`config.mk`:
```
export PLATFORM = sky130hd
export DESIGN_NAME = wb_regfile
export DESIGN_NICKNAME = d
export VERILOG_FILES = /design/src/rtl/wb_regfile.sv
export SDC_FILE = /design/constraint.sdc
export NUM_CORES = 1
export LEC_CHECK = 0
export BUFFER_PORTS_ARGS = -buffer_cell sky130_fd_sc_hd__buf_4
export CORE_AREA = 4 4 221 223
export CTS_BUF_LIST = sky130_fd_sc_hd__clkbuf_4
export DETAILED_ROUTE_END_ITERATION = 8
export DIE_AREA = 0 0 225 227
export GPL_TIMING_DRIVEN = 0
export HOLD_SLACK_MARGIN = 0.1
export SLEW_MARGIN = 25
export SYNTH_ARGS = -nofsm -noshare
export SYNTH_HDL_FRONTEND = slang
export SYNTH_SLANG_ARGS = --single-unit
```
`constraint.sdc`:
```
create_clock -name clk -period 2.58 [get_ports clk]
set_input_delay 0.129 -clock clk [delete_from_list [all_inputs] [get_ports clk]]
set_output_delay 0.129 -clock clk [all_outputs]
set_load 0.03 [all_outputs]
```
`src/rtl/wb_regfile.sv`:
```
// 32-entry register file with a registered write-back capture stage, bypassed read ports
// and array-only pointer-pair views; writes commit one edge after capture, stall only blocks capture.
module wb_regfile #(
   parameter int DW   = 8,
   parameter int NREG = 32
) (
   input  logic          clk,
   input  logic          rst_n,
   input  logic [DW-1:0] wb_data,
   input  logic [4:0]    wb_addr,
   input  logic          wb_en,
   input  logic          stall,
   input  logic [4:0]    rd_addr_a,
   input  logic [4:0]    rd_addr_b,
   output logic [DW-1:0] rd_data_a,
   output logic [DW-1:0] rd_data_b,
   output logic [15:0]   ptr_x,
   output logic [15:0]   ptr_y,
   output logic [15:0]   ptr_z,
   output logic          wb_pending
);

   logic [DW-1:0] regs [NREG];
   logic          pend_valid;
   logic [4:0]    pend_addr;
   logic [DW-1:0] pend_data;

   // Capture and commit share an edge: the old pending entry lands while the new one is taken.
   always_ff @(posedge clk or negedge rst_n) begin
      if (!rst_n) begin
         pend_valid <= 1'b0;
         pend_addr  <= '0;
         pend_data  <= '0;
         for (int i = 0; i < NREG; i++) regs[i] <= '0;
      end else begin
         if (pend_valid) regs[pend_addr] <= pend_data;
         pend_valid <= wb_en && !stall;
         if (wb_en && !stall) begin
            pend_addr <= wb_addr;
            pend_data <= wb_data;
         end
      end
   end

   assign rd_data_a = (pend_valid && pend_addr == rd_addr_a) ? pend_data : regs[rd_addr_a];
   assign rd_data_b = (pend_valid && pend_addr == rd_addr_b) ? pend_data : regs[rd_addr_b];

   // Pointer pairs deliberately see only committed state, one edge behind the read ports.
   assign ptr_x = {regs[27], regs[26]};
   assign ptr_y = {regs[29], regs[28]};
   assign ptr_z = {regs[31], regs[30]};

   assign wb_pending = pend_valid;

endmodule
```
==> results of run 1 <==
-- worst paths after layout --
path	startpoint	end	slack, ns	cells after the start
worst max-delay path	regs[86]	rd_data_a[6]	-0.20	6
worst min-delay path	wb_addr[1]	pend_addr[1]	0.16	3
worst max register to register	pend_addr[0]	regs[156]	0.13	6
worst min register to register	regs[109]	regs[109]	0.53	1
max in group asynchronous	rst_n	regs[131]	1.34	5
min in group asynchronous	rst_n	ptr_x[7]	0.50	4
-- cell families after synthesis --
family	Yosys count	share of synthesized area, %
mux	478	38.4
simple gates	140	4.75
buf+inv	140	5.55
compound gates	136	6.53
flops	270	44.2
xor+xnor	10	0.573
-- area by class of cell --
cell class / instances / area share (%)
Clock buffer: 115 / 4.60
Antenna cell: 2 / 0.0267
Tap cell: 607 / 4.05
Timing Repair Buffer: 135 / 6.65
Sequential cell: 270 / 36.0
Clock inverter: 13 / 0.547
Buffer: 138 / 4.78
Multi-Input combinational cell: 764 / 43.3
-- flip-flops by register name, indices dropped and copies added (netlist names) --
name        cells
pend_data       8
ptr_x          16
ptr_y          16
ptr_z          16
wb_pending      1
pend_addr       5
regs          208
-- where the power goes --
part	leakage, nW	internal [mW]	switching (mW)
Sequential	3.58	5.44	1.07
Clock	0.585	2.21	1.89
Combinational	4.59	2.75	2.53
Total	8.76	10.4	5.48
-- per-layer routing --
layer,vias up,global-route usage (%)
met2,610,33.6
met1,6110,29.9
li1,4855,-
met5,-,0
met3,149,5.44
met4,4,9.78
-- tightest hold or removal path, stage by stage --
cell and delay [ns]:
dlygate4sd3_1 0.52, buf_4 0.09, mux2_2 0.12
-- placed cells by master (no fill, tap or decap), types with 5 or more instances in the layout --
cell type	instances
mux2i_1	140
nor3b_1	5
nor2_2	13
clkbuf_1	37
nand3_1	5
nand2_1	30
nor3_1	7
dfrtp_1	270
mux2_2	274
nand3b_1	6
a22oi_1	47
dlygate4sd3_1	23
mux4_2	53
nor2_1	19
a22o_1	9
buf_4	152
buf_6	26
clkinv_1	7
nand2_4	7
a211oi_1	7
a21oi_1	24
o22ai_1	5
clkbuf_4	116
buf_2	20
o41ai_4	7
nor2b_1	19
a221oi_1	8
-- repair_timing --
action                                  CTS  global route
buffers inserted                         17             3
endpoints found under the setup margin   16            16
gates cloned                              2             0
resized for setup                       102            21
hold endpoints to repair                283             0
pin swaps                                23            12
hold buffers                             24             0
==> impl_metrics.ini, run 1 <==
[finish]
fin_util_pct = 40.3
drive_gt1_share_pct = 51.1
area_growth_pct = 22.7
final_area_sq_um = 18800
regArea_sq_um = 6760
multiInputGateArea_sq_um = 8120
fin_nets = 1412
fillers = 4441
stdcell_count = 2044

[placement]
pre_cts_slack_ns = -0.556
dp.cells = 1870
postPlaceCellArea_sq_um = 16800
place_congestion = 0.993
port_buffers = 86
dpl.hpwl_um = 39400

[logic_synthesis]
synth.top_cell.area_share_pct = 44.2
ys_seq_area_share_pct = 44.2
synth_edf_count = 0
synthTopCellsByCount = 276 x mux2_2, 270 x dfrtp_1, 144 x mux2i_1
synth_flop_cell = dfrtp_1
synth_area_sq_um = 15300
yosys-top-cells-area = dfrtp_1 44%, mux2_2 20%, mux2i_1 9.4%
postSynthRegisterBits = 270
async_flop_share_pct = 100
synth_cell_types = 51
syn_inst = 1174
synthesis.nets = 1201
yosys_warnings = 0
avgSynthCellArea_sq_um = 13.0
synth_most_common_cell = mux2_2
yosysTopAreaCell = dfrtp_1

[outcome]
violations = negative setup slack
run_status = finished, violations left

[die]
std_cell_rows = 79
die_area_sq_um = 51100
coreArea_sq_um = 46600
initial_core_util_pct = 32.8
fp.dieW_um = 225
ioPinCount = 92
die_height_um = 227

[global_routing]
antenna_found_initial = 6
grt_max_degree = 91
grt_pass1_wl_um = 82200
grt_usage_pct = 22.0
grt_pass1_vias = 12100
grt_remaining_overflow = 0

[clock_tree]
cts_tree = done
cts_buffers = 76
clk_path_buf_depth = 3
clk_latency_ns = 0.77
path_clk_slew_ns = 0.07
htree_levels = 3
cts.sinks = 270
root_buffer = clkbuf_4

[drt]
ant_nets = 0
vias = 11700
met3_length_um = 5030
wl_met2_um = 25300
wirelength_um = 56600
routedWlPerCell_um = 27.7
dr.max_layer_used = met5
drt_first_pass_iters = 5
wl_met1_um = 23600
route.detailed.drc = 0
vias_per_cell = 5.74
drt_iter0_drc = 1124

[worst_setup_path]
path_buf_inv = 1
cp-start-kind = flip-flop
cp_slowest_stage_delay_ns = 0.53
crit_family = compound AO/OA/AOI/OAI gates
arrival_ns = 2.65
critPathMaxFanout = 3
endpoint_kind = primary output
required_ns = 2.45
path_cells = mux4_2, nor2b_1, o41ai_2, a21oi_2, o41ai_4, buf_6
crit_type = flip-flop to primary output
crit_slowest_cell = o41ai_4

[timing]
tightest_slew_ns = 1.14
finClkSkew_ns = 0.0358
setup_slack_ns = -0.201
fmax_ghz = 0.360
timing.hold.ws_ns = 0.161
hold_violations = 0
period_share_pct = 108
setup_violations = 16
slew_headroom_pct = 23.6
report.final.slew_viol_count = 0
period_needed_ns = 2.78
grt_setup_unrepaired = true
tns_ns = -1.98

[power]
powerDensity_nw_per_um2 = 847
finalPower_mw = 15.9
vdd_drop_max_mv = 0.429
p_leak_nw = 8.76

[worst_hold_path]
hold_class = primary input to flip-flop

[flow_run]
maxCapViolations = 0
(Power assumes the default switching activity.)
==> run 2: changes to the inputs <==
--- a/config.mk
+++ b/config.mk
@@ -7,7 +7,6 @@
 export LEC_CHECK = 0
 export BUFFER_PORTS_ARGS = -buffer_cell sky130_fd_sc_hd__buf_4
 export CORE_AREA = 4 4 221 223
-export CTS_BUF_LIST = sky130_fd_sc_hd__clkbuf_4
 export DETAILED_ROUTE_END_ITERATION = 8
 export DIE_AREA = 0 0 225 227
 export GPL_TIMING_DRIVEN = 0
==> impl_metrics.ini, run 2 (same netlist as run 1, synthesis figures left out) <==
[clock_tree]
path_clk_slew_ns = 0.06
clk_path_buf_depth = 3
clk_latency_ns = 0.60
cts.sinks = 270
cts_buffers = 31
cts_tree = done
root_buffer = clkbuf_16
htree_levels = 1

[placement]
port_buffers = 86
pre_cts_slack_ns = -0.556
dpl.hpwl_um = 39400
dp.cells = 1870
postPlaceCellArea_sq_um = 16800
place_congestion = 0.993

[timing]
period_needed_ns = 2.63
finClkSkew_ns = 0.0256
period_share_pct = 102
grt_setup_unrepaired = true
tightest_slew_ns = 1.12
report.final.slew_viol_count = 0
timing.hold.ws_ns = 0.117
hold_violations = 0
fmax_ghz = 0.380
tns_ns = -0.126
setup_slack_ns = -0.0496
slew_headroom_pct = 25.3
setup_violations = 4

[die]
std_cell_rows = 79
ioPinCount = 92
initial_core_util_pct = 32.8
coreArea_sq_um = 46600
fp.dieW_um = 225
die_area_sq_um = 51100
die_height_um = 227

[global_routing]
antenna_found_initial = 1
grt_usage_pct = 21.4
grt_remaining_overflow = 0
grt_max_degree = 91
grt_pass1_vias = 11600
grt_pass1_wl_um = 80600

[worst_setup_path]
worst-r2r-setup-slack_ns = 0.25
path_cells = mux4_2, mux2_4, a211o_1, a32o_2, buf_6
endpoint_kind = primary output
required_ns = 2.45
cp-start-kind = flip-flop
cp_slowest_stage_delay_ns = 0.52
critPathMaxFanout = 2
crit_type = flip-flop to primary output
arrival_ns = 2.50
r2r_cells = 5
crit_slowest_cell = mux4_2

[finish]
fin_nets = 1355
area_growth_pct = 22.0
fillers = 4381
regArea_sq_um = 6760
final_area_sq_um = 18600
final_cell_mix = 275 x mux2_2, 270 x dfrtp_1, 157 x buf_4
largest-register = regs
stdcell_count = 1962
fin_util_pct = 40.0
mostFrequentLayoutCell = mux2_2
drive_gt1_share_pct = 48.1
multiInputGateArea_sq_um = 7950
largest_reg_flops = 208

[power]
p_sw_mw = 5.44
powerDensity_nw_per_um2 = 895
p_seq_share_pct = 39.0
power.internal_mw = 11.2
p_leak_nw = 8.60
finalPower_mw = 16.7
switching_share_pct = 32.6
vdd_drop_max_mv = 0.462
p_comb_share_pct = 31.0
p_clk_share_pct = 30.0

[drt]
ant_nets = 0
route.detailed.drc = 0
drt_iter0_drc = 1185
routedWlPerCell_um = 28.4
wirelength_um = 55700
vias_per_cell = 5.78
drt_first_pass_iters = 5
vias = 11300

[worst_hold_path]
hold_class = primary input to async pin

[flow_run]
maxCapViolations = 0

[outcome]
violations = negative setup slack
run_status = finished, violations left
run 2: cell types whose count changed in the layout (fill, tap and decap cells not counted), moves of 5 or more:
cell	delta
clkinv_1	-7
buf_4	+5
bufinv_16	+6
clkbuf_16	+30
nand2_1	+6
dlygate4sd3_1	-9
nand2_4	-7
clkinv_2	+8
buf_2	-7
clkbuf_4	-111
run 2: cell type report:
cell class | instances | share of cell area (%)
buffer | 138 | 4.89
clock inverter | 20 | 1.66
sequential | 270 | 36.2
multi-input combinational | 764 | 42.7
tap | 607 | 4.07
timing repair buffer | 123 | 5.95
clock buffer | 37 | 4.50
antenna | 3 | 0.0403
run 2: final timing paths:
path | startpoint | endpoint
max | regs[164] | rd_data_b[4]
min | rst_n | regs[191]
max reg2reg | wb_pending | regs[156]
min reg2reg | regs[178] | regs[178]
max in group asynchronous | rst_n | ptr_y[11]
min in group clk | stall | pend_data[0]
run 2: power groups by stage:
| stage | Clock (mW) | Sequential (mW) | Combinational [mW] |
|---|---|---|---|
| after floorplan | 0 | 6.15 | 3.53 |
| after global placement | 0 | 6.47 | 4.78 |
| after detailed placement | 0 | 6.55 | 4.88 |
| after CTS | 5.06 | 6.47 | 5.04 |
| after global routing | 5.22 | 6.64 | 5.48 |
| final | 5.00 | 6.51 | 5.18 |
run 2: metal layers:
layer  global-route usage [%]  wire length [um]
met4                     8.52              2510
met1                     30.0             23700
met5                        0                 0
met3                     4.17              4700
met2                     32.9             24800
run 2: what timing repair did:
action                                  4_1_cts  5_1_grt
endpoints found under the hold margin       228        0
resized for setup                            52       45
pin swaps                                    14       15
endpoints found under the setup margin       16       16
buffers inserted                             11        6
cloned                                        1        1
hold buffers                                 15        0
run 2: worst max-delay path: cells and delay by family (launching register included):
| kind | cells | cell delay [ns] |
|---|---|---|
| AOI/OAI and AO/OA | 2 | 0.58 |
| DFF | 1 | 0.38 |
| buffers and inverters | 1 | 0.15 |
| muxes | 2 | 0.81 |
==> run 3: changes to the inputs <==
--- a/config.mk
+++ b/config.mk
@@ -5,12 +5,14 @@
 export SDC_FILE = /design/constraint.sdc
 export NUM_CORES = 1
 export LEC_CHECK = 0
+export ABC_AREA = 1
 export BUFFER_PORTS_ARGS = -buffer_cell sky130_fd_sc_hd__buf_4
-export CORE_AREA = 4 4 221 223
+export CORE_AREA = 4 4 223 225
 export DETAILED_ROUTE_END_ITERATION = 8
-export DIE_AREA = 0 0 225 227
+export DIE_AREA = 0 0 227 229
 export GPL_TIMING_DRIVEN = 0
 export HOLD_SLACK_MARGIN = 0.1
+export MAX_ROUTING_LAYER = met4
 export SLEW_MARGIN = 25
 export SYNTH_ARGS = -nofsm -noshare
 export SYNTH_HDL_FRONTEND = slang
==> impl_metrics.ini, run 3 <==
[finish]
final_cell_mix = 955 x nand2_1, 417 x nand3_1, 269 x dfrtp_1
fin_util_pct = 39.7
mostFrequentLayoutCell = nand2_1
largest_reg_flops = 208
largest-register = regs
drive_gt1_share_pct = 12.6
final_area_sq_um = 18900
area_growth_pct = 20.9
fin_nets = 2489

[logic_synthesis]
ys_seq_area_share_pct = 43.3
synth_most_common_cell = nand2_1
yosysTopAreaCell = dfrtp_1
synth-adder-area-share_pct = 0
synth.top_cell.area_share_pct = 43.3
synthTopCellsByCount = 955 x nand2_1, 420 x nand3_1, 270 x dfrtp_1
syn_inst = 2303
synthSimpleGateAreaFrac_pct = 38.0
synth_edf_count = 0
synth_area_sq_um = 15600
synth_cell_types = 22
async_flop_share_pct = 100
avgSynthCellArea_sq_um = 6.77
postSynthRegisterBits = 270
synth_mux_area_share_pct = 0
synth_flop_cell = dfrtp_1
synthesis.nets = 2330
synth_xor_area_share_pct = 0
synth_compound_area_share_pct = 9.43
synth_top_family_by_area = simple AND/OR/NAND/NOR gates
yosys-top-cells-area = dfrtp_1 43%, nand2_1 23%, nand3_1 13%
yosys_warnings = 0

[global_routing]
grt_usage_pct = 36.4
grt_remaining_overflow = 0
grt_pass1_wl_um = 129000
grt_pass1_vias = 16600
grt_max_degree = 92
antenna_found_initial = 7

[clock_tree]
cts.sinks = 270
cts_tree = done
path_clk_slew_ns = 0.05
root_buffer = clkbuf_16
htree_levels = 2
clk_latency_ns = 0.57
clk_path_buf_depth = 3
cts_buffers = 35

[power]
vdd_drop_max_mv = 0.504
p_leak_nw = 8.83
powerDensity_nw_per_um2 = 830
finalPower_mw = 15.7

[drt]
drt_iter0_drc = 2722
vias_per_cell = 5.78
vias = 18000
drt_first_pass_iters = 6
routedWlPerCell_um = 30.1
route.detailed.drc = 0
ant_nets = 0
wirelength_um = 93600

[worst_setup_path]
cp_slowest_stage_delay_ns = 0.81
path_cells = buf_2, inv_2, clkbuf_1, nand3_1, nand3_1, nand2_1, nand2_1, nand3_1, nand3_1, nand2_1, buf_4
critPathMaxFanout = 10
arrival_ns = 2.51
crit_type = primary input to primary output
required_ns = 2.45
crit_slowest_cell = clkbuf_1
crit_top_cell = nand3_1
endpoint_kind = primary output
cp-start-kind = primary input

[die]
coreArea_sq_um = 47500
die_area_sq_um = 52000
fp.dieW_um = 227
std_cell_rows = 80
initial_core_util_pct = 32.8
die_height_um = 229
ioPinCount = 92

[placement]
port_buffers = 81
dpl.hpwl_um = 65700
postPlaceCellArea_sq_um = 17100
pre_cts_slack_ns = -0.413
place_congestion = 1.07

[timing]
fmax_ghz = 0.378
slew_headroom_pct = 20.5
finClkSkew_ns = 0.0118
tightest_slew_ns = 1.19
setup_violations = 4
period_needed_ns = 2.64
setup_slack_ns = -0.0627
hold_violations = 0
grt_setup_unrepaired = false
timing.hold.ws_ns = 0.158
period_share_pct = 102
report.final.slew_viol_count = 0

[outcome]
violations = negative setup slack
run_status = finished, violations left

[flow_run]
maxCapViolations = 0

[worst_hold_path]
hold_class = primary input to flip-flop
run 3: changes by cell type in the layout (fill, tap and decap cells not counted), sizes merged, moves of 15 or more:
cell / previous run / this run
nand2: 38 / 955
nand3: 5 / 420
mux2: 277 / 0
o21ai: 5 / 271
mux2i: 144 / 0
inv: 2 / 106
clkbuf: 84 / 166
mux4: 57 / 0
a22oi: 47 / 0
nor2b: 21 / 0
a21oi: 26 / 11
run 3: layout make-up:
class,count,area (sq um)
timing repair buffer,122,1070
fill,5039,28700
antenna,6,15.0
inverter,110,427
buffer,215,1160
multi-input combinational,1708,7470
clock buffer,49,1030
tap,615,769
sequential,270,6760
clock inverter,12,155
run 3: logic make-up (layout without fill, tap and decap cells):
| logic type | count (synthesis) | in the layout |
|---|---|---|
| AOI/OAI and AO/OA | 291 | 291 |
| and+or+nand+nor | 1417 | 1417 |
| DFF | 270 | 270 |
| buffers and inverters | 325 | 508 |
| other | 0 | 6 |
run 3: critical path: cells and delay by family:
family	cells	cell delay [ns]
buf+inv	4	1.26
simple gates	7	1.11
run 3: path summary, 6_finish.rpt:
kind | startpoint | endpoint | slack, ns | cells past startpoint
worst max-delay path | rd_addr_a[1] | rd_data_a[4] | -0.06 | 11
worst min-delay path | wb_en | wb_pending | 0.16 | 4
worst max register to register | pend_addr[0] | regs[199] | 0.09 | 5
worst min register to register | regs[170] | regs[170] | 0.49 | 2
max in group asynchronous | rst_n | ptr_y[13] | 1.49 | 4
min in group asynchronous | rst_n | regs[146] | 0.19 | 3
run 3: repair_timing:
| action | in CTS | in global routing |
|---|---|---|
| endpoints found under the hold margin | 106 | 0 |
| gates resized for setup | 49 | 66 |
| pin swaps | 4 | 3 |
| buffers inserted | 11 | 4 |
| endpoints found under the setup margin | 42 | 74 |
| hold buffers | 23 | 0 |
run 3: report_power, final:
part | total [mW] | internal [mW] | switching, mW | leakage (nW)
logic | 4.24 | 1.41 | 2.83 | 4.63
registers | 6.26 | 5.17 | 1.09 | 3.62
clock network | 5.16 | 3.10 | 2.06 | 0.578
run 3: layer usage:
layer  GRT usage (%)  wire, um
met3            9.14     10200
met1            47.0     36500
met2            53.3     41100
met4            18.1      5850
met5               -         0
run 3: metrics by stage:
| stage | TNS (ns) | std cells |
|---|---|---|
| 6_report | -0.104 | 3107 |
| 5_1_grt | 0 | 3104 |
| 4_1_cts | 0 | 3097 |
| 3_5_place_dp | -7.17 | 3002 |
| 3_3_place_gp | -284.72 | 2999 |
| 2_1_floorplan | 0 | 2303 |
